<file path="src/rtl/mult_mac_ctrl.sv">
// Sequenced 16x16 multiply / multiply-accumulate unit.
// Sign-magnitude around one unsigned multiplier, 32-bit sticky-overflow accumulator.

module mult16x16 (
  input  logic [15:0] a,
  input  logic [15:0] b,
  output logic [31:0] p
);

  assign p = {16'd0, a} * {16'd0, b};

endmodule

module mult_mac_ctrl (
  input  logic        clk,
  input  logic        rst,
  input  logic        start,
  input  logic [1:0]  op,
  input  logic [15:0] a,
  input  logic [15:0] b,
  input  logic        clr_acc,
  output logic        busy,
  output logic        done,
  output logic [31:0] result,
  output logic [31:0] acc,
  output logic        ovf
);

  localparam logic [1:0] IDLE = 2'd0;
  localparam logic [1:0] MUL  = 2'd1;
  localparam logic [1:0] FIX  = 2'd2;

  logic [1:0]  state;
  logic [1:0]  op_q;
  logic [15:0] mag_a;
  logic [15:0] mag_b;
  logic        neg;
  logic [31:0] prod_q;
  logic [31:0] prod_w;

  logic [15:0] a_mag;
  logic [15:0] b_mag;
  logic [31:0] p_fix;
  logic [32:0] sum;
  logic        s_ovf;
  logic        ovf_hit;

  mult16x16 u_mult (
    .a (mag_a),
    .b (mag_b),
    .p (prod_w)
  );

  // Operand magnitudes at capture; 0x8000 negates to itself.
  always_comb begin
    a_mag = a;
    b_mag = b;
    if (op[0] && a[15]) a_mag = ~a + 16'd1;
    if (op[0] && b[15]) b_mag = ~b + 16'd1;
  end

  // Sign fix-up, accumulate and overflow detection for the FIX cycle.
  always_comb begin
    p_fix   = neg ? (~prod_q + 32'd1) : prod_q;
    sum     = {1'b0, acc} + {1'b0, p_fix};
    s_ovf   = (acc[31] == p_fix[31]) && (sum[31] != acc[31]);
    ovf_hit = op_q[1] && (op_q[0] ? s_ovf : sum[32]);
  end

  // Control FSM plus all datapath registers.
  always_ff @(posedge clk) begin
    if (rst) begin
      state  <= IDLE;
      op_q   <= 2'd0;
      mag_a  <= 16'd0;
      mag_b  <= 16'd0;
      neg    <= 1'b0;
      prod_q <= 32'd0;
      busy   <= 1'b0;
      done   <= 1'b0;
      result <= 32'd0;
      acc    <= 32'd0;
      ovf    <= 1'b0;
    end else begin
      done <= 1'b0;
      case (state)
        IDLE: begin
          if (clr_acc) begin
            acc <= 32'd0;
            ovf <= 1'b0;
          end
          if (start) begin
            state <= MUL;
            busy  <= 1'b1;
            op_q  <= op;
            mag_a <= a_mag;
            mag_b <= b_mag;
            neg   <= op[0] & (a[15] ^ b[15]);
          end
        end
        MUL: begin
          prod_q <= prod_w;
          state  <= FIX;
        end
        FIX: begin
          result <= p_fix;
          if (op_q[1]) begin
            acc <= sum[31:0];
            if (ovf_hit) ovf <= 1'b1;
          end
          done  <= 1'b1;
          busy  <= 1'b0;
          state <= IDLE;
        end
        default: begin
          state <= IDLE;
          busy  <= 1'b0;
        end
      endcase
    end
  end

endmodule

</file>
<file path="config.mk">
export PLATFORM = sky130hd
export DESIGN_NAME = mult_mac_ctrl
export DESIGN_NICKNAME = d
export VERILOG_FILES = /design/src/rtl/mult_mac_ctrl.sv
export SDC_FILE = /design/constraint.sdc
export NUM_CORES = 1
export LEC_CHECK = 0
export ABC_CLOCK_PERIOD_IN_PS = 6430
export CAP_MARGIN = 20
export CORE_ASPECT_RATIO = 0.6
export CORE_MARGIN = 2
export CORE_UTILIZATION = 55
export DETAILED_ROUTE_END_ITERATION = 16
export PLACE_DENSITY = 0.78
export SLEW_MARGIN = 40
export SYNTH_ARGS = -nofsm -noshare
export SYNTH_HDL_FRONTEND = slang
export SYNTH_SLANG_ARGS = --single-unit
</file>
<file path="constraint.sdc">
create_clock -name clk -period 6.43 [get_ports clk]
set_input_delay 1.286 -clock clk [delete_from_list [all_inputs] [get_ports clk]]
set_output_delay 1.286 -clock clk [all_outputs]
set_load 0.05 [all_outputs]
</file>
## Yosys cells after proc, flatten, opt, wreduce, memory -nomap -nowiden

Cells that the tools add are included.

| word-level totals | value |
|---|---|
| bits in registers | 136 |
| bits of input ports | 38 |
| output and inout port bits | 67 |
| logic and storage cells | 56 |

| cells by class | value |
|---|---|
| $add $sub $neg | 4 |
| multipliers | 1 |
| eq/ne operators | 8 |
| mux-type cells | 16 |
| bitwise gates (word level) | 6 |
| reduce and logical (&&, ||, !) cells | 10 |

Operators with widths:

| cell | number |
|---|---|
| $mux W32 | 3 |
| $pmux W32 S2 | 1 |
| $add A32 B32 Y33 | 1 |
| $add A16 B1 Y16 const B | 2 |
| $add A32 B1 Y32 const B | 1 |
| $mul A16 B16 Y32 | 1 |
| $mux W16 | 2 |
| $not A16 Y16 | 2 |
| $not A32 Y32 | 1 |
| $ne A2 B2 Y1 const B | 4 |
| $mux W1 | 6 |
| $logic_and A1 B1 Y1 | 4 |
| $pmux W1 S2 | 2 |
| $pmux W2 S2 | 1 |
| $reduce_and A2 Y1 | 2 |
| $reduce_and A4 Y1 | 1 |
| $reduce_and A3 Y1 | 1 |
| $eq A2 B1 Y1 const B | 1 |
| $eq A2 B2 Y1 const B | 1 |
| $logic_not A2 Y1 | 1 |
| $mux W2 | 1 |
| $reduce_bool A2 Y1 | 1 |
| $and A1 B1 Y1 | 1 |
| $eq A1 B1 Y1 | 1 |
| 3 further kinds | 3 |

## Logic depth before layout (Yosys ltp)

| logic depth | value |
|---|---|
| depth in word-level cells | 11 |
| mapped depth | 24 |
| gate-level depth less buffers | 23 |

## By module

A second synthesis with hierarchy kept.

| second synthesis, totals | value |
|---|---|
| cell total of the unflattened synthesis | 1955 |
| area, all modules | 16119.2 sq um |

Modules (own cells, without submodules):

| module | instances | cells each | area an instance (sq um) | sequential area each (sq um) |
|---|---|---|---|---|
| mult16x16 | 1 | 982 | 8555.7 | 0.0 |
| mult_mac_ctrl | 1 | 973 | 7563.5 | 2722.6 |

## Least setup slack after synthesis

No wires, ideal clock.

| path | value |
|---|---|
| path kind | register -> register |
| start point | reg mag_a[13] |
| end point | reg prod_q[30] |
| setup time | 114 ps |
| data arrival time | 6098 ps |
| data required time | 6316 ps |
| path slack | 218 ps |
| cell stages (with the launch flop) | 23 |
| buffers on the path | 2 |
| clock period less this slack | 6212 ps |
| cell sequence | dfxtp_1 -> clkbuf_1 -> clkbuf_1 -> nand2_1 -> fa_1 -> fa_1 -> inv_1 -> fa_1 -> fa_1 -> fa_1 -> inv_1 -> fa_1 -> inv_1 -> ha_1 -> a21oi_1 -> a211oi_1 -> a211o_1 -> a22o_1 -> a41o_1 -> o41ai_1 -> o21bai_1 -> xor2_1 -> a21o_1 |

| on the way | value |
|---|---|
| longest elaborated chain between the ends | 1 |

Ends and longest elaborated chain:

| item | line | RTL |
|---|---|---|
| start, declared | 35 | `logic [15:0] mag_a;` |
| start signal, assigned | 96 | `mag_a <= a_mag;` |
| $mul A16 B16 Y32 | 10 | `assign p = {16'd0, a} * {16'd0, b};` |
| end signal, assigned | 102 | `prod_q <= prod_w;` |
| end, declared | 38 | `logic [31:0] prod_q;` |

No other way between the ends.
A chain may end at the register's enable or synchronous reset.

## Final worst setup path

| path | value |
|---|---|
| start point | reg mag_a[2] |
| end point | reg prod_q[27] |

Same word-level chain as after synthesis.

==> run_results.csv <==
group,metric,value,unit
yosys,synthCells,1904,
placement,pre_cts_slack,-0.0869,ns
placement,portBuffers,104,
worst_setup_path,crit_slowest_cell,"dfxtp_1",
cells_and_area,fill_cells,2281,
cells_and_area,synthToLayoutAreaGrowth,15.5,%
worst_setup_path,rr_worst_depth,25,
timing,setup_slack,0.167,ns
route,ant_nets,0,
timing,final-hold-violation-count,0,
yosys,synth_seq_cells,136,
yosys,synth_warnings,0,
placement,placed_area,17500,µm²
yosys,synth_nets,2276,
yosys,synth_cell_types,58,
yosys,ys_async_sr_fraction,0,
die,die_w,223,µm
cells_and_area,nets,2379,
worst_setup_path,crit_start,"mag_a[2]",
worst_setup_path,start_kind,"flip-flop",
power_and_ir_drop,powerDensity,181,nW/µm²
die,dieArea,30100,µm²
route,drt-wirelength-per-cell,18.2,µm
global_routing,use_met2,0.456,
worst_setup_path,cp.arrival,6.65,ns
route,drc,0,
die,die-height,135,µm
cts,clk_pin_slew_worst_paths,0.07,ns
yosys,synth_top_area_share,0.247,
yosys,ys_top_cells_by_area,"fa_1 25%, dfxtp_1 17%, ha_1 11%",
worst_setup_path,r2r_slack,0.17,ns
global_routing,grt_max_degree,81,
worst_setup_path,r2r_start,"mag_a[2]",
timing,clock_skew,0.0130,ns
worst_setup_path,cpPeakStageDelay,0.57,ns
yosys,synthFlopType,"dfxtp_1",
cts,tritoncts,"built",
global_routing,grt_antenna_before_repair,2,
route,routed_wl,43400,µm
placement,post-dp-hpwl,34100,µm
yosys,syn-cell-area,15800,µm²
status,status,"completed",
cts,postCtsSetupBuffers,0,
yosys,avgSynthCellArea,8.29,µm²
route,viasPerCell,5.75,
cells_and_area,diodes,0,
global_routing,grt_pass1_vias,13673,
yosys,seq_area_frac_synth,0.173,
yosys,synth_top_area_cell,"fa_1",
global_routing,use_met1,0.430,
flow_run,cap_violations,0,
cts,cts_buffers,17,
route,firstDrtPassIters,6,
worst_setup_path,cp.required,6.81,ns
die,rows,47,
worst_setup_path,crit_type,"flip-flop to flip-flop",
route,vias,13737,
cts,htree_levels,4,
global_routing,grt_remaining_overflow,0,
global_routing,grt_pass1_wl,71500,µm
timing,setup_viol,0,
timing,holdWs,0.465,ns
die,start_util,0.566,
min_path,hp-start,"result[27]",
global_routing,grt_busiest_layer,"met2",
cells_and_area,design_area,18200,µm²
min_path,worstHoldPathType,"flip-flop to flip-flop",
global_routing,use_met3,0.0698,
timing,tightestPinTransition,0.782,ns
cts,cts_root_buf,"clkbuf_16",
timing,final.period_utilization,0.974,
cts,cts_sinks,136,
route,drt-initial-drc-count,1245,
cts,cts_buffer_depth,2,
power_and_ir_drop,ir_drop,0.124,mV
cts,insertion_delay,0.45,ns
worst_setup_path,worst_setup_path_end_kind,"flip-flop",
global_routing,grt_usage,0.301,
timing,max_freq,160,MHz
placement,gp_congestion,0.924,
die,io-pin-count,105,
worst_setup_path,endpoint,"prod_q[27]",
power_and_ir_drop,power,0.00330,W
timing,post-route-min-period,6.26,ns
worst_setup_path,cp_max_fo,11,
worst_setup_path,cp_common_cell,"inv_1",
timing,max_slew_margin,0.478,
die,core_area,27900,µm²
worst_setup_path,timing.rr.end,"prod_q[27]",
power_and_ir_drop,p_leak,8.65,nW
cells_and_area,drive_above_1_share,0.0649,
yosys,synth_edf_count,0,
timing,slew_viol_final,0,
area by class of cell:
class                      count  area [µm²]  share of cell area
multi-input combinational   1424       11800               0.649
sequential                   136        2740               0.150
timing repair buffer         168        1570              0.0863
inverter                     260         976              0.0536
tap                          367         459              0.0252
clock buffer                  18         429              0.0236
clock inverter                14         211              0.0116
flip-flops by register name (all words and copies together), names as in the netlist:
register,count
acc,32
busy,1
done,1
mag_a,16
mag_b,16
neg,1
op_q,2
ovf,1
prod_q,32
result,32
state,2
synth_stat cells, drive strengths merged (10+ instances only):
master  instances
nand3          26
or4            10
clkbuf         73
nor2b          11
xor2           34
nor3           37
nor2          156
o21a           12
o21ai          48
a21o           25
o31ai          10
nand2         253
a21oi         101
and2          128
xnor2          65
a22oi          12
inv           260
fa            195
buf            11
a22o           15
or3            13
a211oi         33
dfxtp         136
ha            139
worst max-delay path: cells and delay by family (launching register included):
family,cells,cell delay [ns]
compound gates,7,1.19
fa+ha+maj,7,2.79
buf+inv,8,0.91
flops,1,0.57
simple gates,3,0.71
cell usage in the layout, fill, tap and decap left out, types with 30 or more instances in the layout:
| master | n |
|---|---|
| and2_1 | 126 |
| xnor2_1 | 65 |
| dfxtp_1 | 121 |
| a211oi_1 | 30 |
| clkdlybuf4s50_1 | 103 |
| nand2_1 | 253 |
| nor2_1 | 156 |
| xor2_1 | 34 |
| inv_1 | 260 |
| a21oi_1 | 100 |
| o21ai_0 | 43 |
| buf_4 | 60 |
| fa_1 | 195 |
| ha_1 | 139 |
| nor3_1 | 37 |
metal layers:
layer	vias to the layer above	share of wire	routed length, µm
li1	6381	-	-
met1	6730	0.46	19900
met2	544	0.43	18800
met3	80	0.085	3680
met4	2	0.024	1030
met5	-	0.00032	14
cells by family (layout without fill, tap and decap cells):
kind of cell             after synthesis  count (layout)  share of synthesized area
AO/OA/AOI/OAI                        309             309                      0.128
multiplexers                           3               3                    0.00190
flip-flops                           136             136                      0.173
buffers and inverters                344             460                     0.0818
XOR/XNOR                              99              99                     0.0549
AND/OR/NAND/NOR                      679             679                      0.203
adder cells (fa/ha/maj)              334             334                      0.358
how the worst min path moves through the flow:
stage	to	slack, ns	cells after the start
global route	prod_q[12]	0.50	2
floorplan	op_q[0]	0.45	2
detailed placement	result[27]	0.46	2
global placement	mag_a[12]	0.44	2
CTS	result[27]	0.47	2
finish	result[27]	0.46	2
report_power, final:
part           internal, W  switching (W)  total, W
combinational     0.000506       0.000726   0.00123
clock             0.000661       0.000440   0.00110
sequential        0.000887      0.0000805  0.000968
per-stage QoR:
step                      cells  utilization  TNS [ns]
after CTS                  2387        0.651         0
after global placement     2355        0.628         0
final                      2387        0.654         0
after global routing       2387        0.654  -0.00156
after detailed placement   2355        0.628   -0.0869
after floorplan            1904            -         0
timing repair:
item                       CTS  global route
resized for setup           10            17
cloned                       0             0
hold buffers                 0             0
setup endpoints to repair    2             9
No activity file was read; power rests on OpenSTA's default activity.
